File: config.mk
export PLATFORM = sky130hd
export DESIGN_NAME = multicycle_datapath
export DESIGN_NICKNAME = d
export VERILOG_FILES = /design/src/rtl/multicycle_datapath.sv
export SDC_FILE = /design/constraint.sdc
export NUM_CORES = 2
export LEC_CHECK = 0
export BUFFER_PORTS_ARGS = -buffer_cell sky130_fd_sc_hd__buf_2
export CORE_MARGIN = 2
export CORE_UTILIZATION = 50
export CTS_CLUSTER_SIZE = 24
export DETAILED_ROUTE_END_ITERATION = 8
export PLACE_DENSITY_LB_ADDON = 0.25
export SYNTH_ARGS = -nofsm -noshare
export SYNTH_HDL_FRONTEND = slang
export SYNTH_SLANG_ARGS = --single-unit
File: constraint.sdc
create_clock -name clk -period 9.8 [get_ports clk]
set_input_delay 1.96 -clock clk [delete_from_list [all_inputs] [get_ports clk]]
set_output_delay 1.96 -clock clk [all_outputs]
set_load 0.01 [all_outputs]
File: src/rtl/multicycle_datapath.sv
// Datapath for the 32-bit multicycle MIPS core.
// Steered entirely by the 15-bit control bus from the control unit.
module multicycle_datapath #(
    parameter logic [31:0] RESET_PC = 32'h0000_0000
) (
    input  logic        clk,
    input  logic        reset,
    input  logic [14:0] control_bus,
    input  logic [31:0] mem_rdata,
    output logic [5:0]  op,
    output logic [5:0]  func,
    output logic        zero,
    output logic [31:0] mem_addr,
    output logic [31:0] mem_wdata,
    output logic        mem_we
);

    logic       iord;
    logic       memwrite;
    logic       irwrite;
    logic       pcen;
    logic       alusrca;
    logic       regwrite;
    logic       regdst;
    logic       memtoreg;
    logic [1:0] pcsrc;
    logic [1:0] alusrcb;
    logic [2:0] aluctl;

    assign iord     = control_bus[14];
    assign memwrite = control_bus[13];
    assign irwrite  = control_bus[12];
    assign pcen     = control_bus[11];
    assign alusrca  = control_bus[10];
    assign regwrite = control_bus[9];
    assign regdst   = control_bus[8];
    assign memtoreg = control_bus[7];
    assign pcsrc    = control_bus[6:5];
    assign alusrcb  = control_bus[4:3];
    assign aluctl   = control_bus[2:0];

    logic [31:0] pc;
    logic [31:0] ir;
    logic [31:0] data;
    logic [31:0] a;
    logic [31:0] b;
    logic [31:0] aluout;
    logic [31:0] rf [32];

    logic [4:0]  ra1;
    logic [4:0]  ra2;
    logic [4:0]  wa;
    logic [31:0] wd;
    logic [31:0] rd1;
    logic [31:0] rd2;
    logic [31:0] signimm;
    logic [31:0] srca;
    logic [31:0] srcb;
    logic [31:0] aluresult;
    logic [31:0] pcnext;

    assign ra1     = ir[25:21];
    assign ra2     = ir[20:16];
    assign wa      = regdst ? ir[15:11] : ir[20:16];
    assign wd      = memtoreg ? data : aluout;
    assign signimm = {{16{ir[15]}}, ir[15:0]};

    // $0 is hardwired; reads bypass the storage entirely
    assign rd1 = (ra1 == 5'd0) ? 32'd0 : rf[ra1];
    assign rd2 = (ra2 == 5'd0) ? 32'd0 : rf[ra2];

    assign srca = alusrca ? a : pc;

    always_comb begin
        srcb = b;
        case (alusrcb)
            2'b00:   srcb = b;
            2'b01:   srcb = 32'd4;
            2'b10:   srcb = signimm;
            default: srcb = {signimm[29:0], 2'b00};
        endcase
    end

    always_comb begin
        aluresult = 32'd0;
        case (aluctl)
            3'b010:  aluresult = srca + srcb;
            3'b110:  aluresult = srca - srcb;
            3'b000:  aluresult = srca & srcb;
            3'b001:  aluresult = srca | srcb;
            3'b111:  aluresult = {31'd0, $signed(srca) < $signed(srcb)};
            default: aluresult = 32'd0;
        endcase
    end

    always_comb begin
        pcnext = aluresult;
        case (pcsrc)
            2'b01:   pcnext = aluout;
            2'b10:   pcnext = {pc[31:28], ir[25:0], 2'b00};
            default: pcnext = aluresult;
        endcase
    end

    always_ff @(posedge clk or negedge reset) begin
        if (!reset) begin
            pc     <= RESET_PC;
            ir     <= '0;
            data   <= '0;
            a      <= '0;
            b      <= '0;
            aluout <= '0;
        end else begin
            if (irwrite) ir <= mem_rdata;
            if (pcen)    pc <= pcnext;
            data   <= mem_rdata;
            a      <= rd1;
            b      <= rd2;
            aluout <= aluresult;
        end
    end

    always_ff @(posedge clk or negedge reset) begin
        if (!reset) begin
            for (int i = 0; i < 32; i++) rf[i] <= '0;
        end else if (regwrite && wa != 5'd0) begin
            rf[wa] <= wd;
        end
    end

    assign op        = ir[31:26];
    assign func      = ir[5:0];
    assign zero      = (aluresult == 32'd0);
    assign mem_addr  = iord ? aluout : pc;
    assign mem_wdata = b;
    assign mem_we    = memwrite;

endmodule

==> metrics <==
status complete, no violations; fin worst setup slack 0.471 ns; cell chain of the critical path buf_2, buf_12, mux2i_1, o21ai_0, ha_1, nor4_2, nand2_1, a31oi_2, o311ai_1, a2111oi_2, a211oi_1, or4b_4, or3_1, or4_1, or4_1, nor4_2, buf_2; count of final hold-check violations 0; IO buf count around 120; I/O pins ~130; most common cell after layout, fill and taps aside dfrtp_1; synthesized area per cell 11.3 µm²; core area roughly 0.13 mm²; pwr dens 298 mW/mm²; layout cells sized above 1 23.0%; Seq cells post-synth 1216; H-tree Lvls 4; WP buf/inv 3; global placer's final weighted congestion 0.979; post-synth top area share 47.1%; DR DRC count 0; clock insertion delay at the later pin of the skew report 0.78 ns; Avg WL per Cell about 28 µm; most frequent cells in the layout 1206 x dfrtp_1, 852 x nor2_1, 757 x a21oi_1; routed vias 47704; Root Driver clkbuf_16; CTS Hold Bufs 0; Initial DRC Count between 6000 and 7000; # setup viols final 0; die footprint about 0.13 mm²; Worst-path clk slew 0.06 ns; Final nets 5660; fill count around 11000; Async SR Flop Fraction 100%; Leakage roughly 30 nW; deepest clock path buffer count 3; Post-DP HPWL 120000 µm; max incr delay on CP between 0.5 and 0.6 ns; VDD IR-drop max approximately 0.21 mV; Slew Viols, Final 0; RSZ-0062 raised after global routing no; Synth Net Count 5874; Seq/Total Area, Yosys a little under half; Worst Setup Slack post-DPL 0.553 ns; crit-path max FO 18; gr usage total 31.6%; Post-Synthesis Cell Area around 0.065 mm²; Worst Path Class, Setup input pin to output pin; worst clock skew 0.0244 ns; CP startpoint kind input pin; gr ovfl total 0; area leader, netlist dfrtp_1; Hold Crit Class register to register; Vias/cell around 6.5; TritonCTS buffer count 130; Critical Path RT just under 8 ns; largest net degree at the start of global routing 184; f_max 107 MHz; Tmin final a little over 9 ns; post-cts gate resize count 0; Arr. time, crit path 7.37 ns; first-pass GRT wire length 309000 µm; Tcrit/Tclk final 95.2%; Distinct cells, synth 82; Post-synth EDFFs 0; delay-heaviest family, CP simple AND/OR/NAND/NOR gates; slowest CP cell or4_1; overall die width 364 µm; Setup Buffers After CTS 0; CTS tree built; Synth Flop Type dfrtp_1; number of max-cap violations 0; CTS Sinks 1216; vias in the first global route 46955; area grow syn2layout 9.67%; Synth warnings 0; Slew HR 17.9%; setup TNS 0 ns; Synth area leaders dfrtp_1 47%, mux4_2 22%, a21oi_1 5.9%; slew at the pin with the worst max-slew slack about 1.2 ns; total power 0.0211 W; Routed Antenna Nets 0; Pre-antenna DRT Iters 6; final WL ~210000 µm; Initial Util 50.5%; cells after synthesis 5725; Crit. End Element output pin; Rows 131; initial antenna violation count 9; Die Ht 364 µm
[sequential cells by signal, indices dropped and copies added, names as in the netlist]
register and cells:
a 32, aluout 32, data 32, ir 32, mem_wdata 32, pc 32
rf 1024
[synth_stat cells, types with 5 or more instances]
| cell | instances |
|---|---|
| and2_1 | 6 |
| buf_4 | 18 |
| a21o_1 | 25 |
| clkbuf_1 | 484 |
| mux2i_1 | 118 |
| nor4_1 | 8 |
| dfrtp_1 | 1216 |
| o22ai_1 | 19 |
| a221oi_1 | 9 |
| a31o_2 | 5 |
| mux2_2 | 91 |
| mux4_2 | 640 |
| buf_2 | 13 |
| nor2_1 | 876 |
| o21ai_0 | 386 |
| or3_1 | 5 |
| or4_1 | 7 |
| nand4_1 | 8 |
| a21oi_1 | 757 |
| or2_2 | 14 |
| o211ai_1 | 16 |
| o221a_2 | 8 |
| a22oi_1 | 28 |
| nor2b_1 | 16 |
| nor3_1 | 21 |
| nand3_1 | 33 |
| o21bai_1 | 12 |
| buf_1 | 67 |
| nand2b_1 | 14 |
| inv_1 | 100 |
| a211oi_1 | 20 |
| o31ai_1 | 10 |
| o221ai_1 | 8 |
| o21a_1 | 7 |
| ha_1 | 98 |
| a31oi_1 | 40 |
| nand2_1 | 438 |
[layout make-up]
class | instances | area [µm²] | area share, %
diodes | 4 | 10.0 | 0.0141
clock buffers | 193 | 3830 | 5.40
well taps | 1729 | 2160 | 3.05
repair buffers | 238 | 1640 | 2.32
inverters | 104 | 390 | 0.551
multi-input cells | 3821 | 31900 | 45.0
flip-flops and latches | 1216 | 30500 | 43.0
clock inverters | 37 | 477 | 0.672
[through the flow]
| stage | hold WS [ns] | cells | instance area [µm²] | utilization, % |
|---|---|---|---|---|
| CTS | 0.396 | 7338 | 70900 | 55.4 |
| global route | 0.406 | 7341 | 70900 | 55.4 |
| finish | 0.395 | 7342 | 70900 | 55.4 |
| floorplan | 0.441 | 5725 | 64700 | - |
| global placement | 0.376 | 7108 | 66600 | 52.0 |
| detailed placement | 0.383 | 7108 | 66600 | 52.0 |
[metal layers]
metal / global-route usage [%] / routed length [µm]
met1: 44.6 / 83400
met2: 48.9 / 95600
met3: 6.52 / 19700
met4: 11.7 / 7870
met5: 0 / 13
[where the power goes]
part | switching, W | internal (W) | total, W
clock | 0.00211 | 0.00293 | 0.00503
combinational | 0.00367 | 0.00372 | 0.00739
sequential | 0.00164 | 0.00704 | 0.00868
total | 0.00742 | 0.0137 | 0.0211
[cells by family after synthesis]
kind of cell	Yosys count	synth area share (%)
AO/OA/AOI/OAI	1398	11.9
XOR/XNOR	8	0.108
adder cells (fa/ha/maj)	100	1.96
buffers and inverters	688	4.15
flip-flops	1216	47.1
multiplexers	849	25.7
AND/OR/NAND/NOR	1466	9.10
[final timing paths]
path	start	endpoint	slack, ns	cells past startpoint
worst min-delay path	rf[1000]$_DFFE_PN0P_	rf[1000]$_DFFE_PN0P_	0.39	0
worst min register to register	rf[1000]$_DFFE_PN0P_	rf[1000]$_DFFE_PN0P_	0.39	0
max in group asynchronous	reset	rf[789]$_DFFE_PN0P_	6.50	3
worst max-delay path	control_bus[4]	zero	0.47	17
worst max register to register	ir[0]$_DFFE_PN0P_	pc[30]$_DFFE_PN0P_	5.26	16
min in group asynchronous	reset	rf[157]$_DFFE_PN0P_	1.23	1
Note: power is estimated with default switching activity, not from simulation.
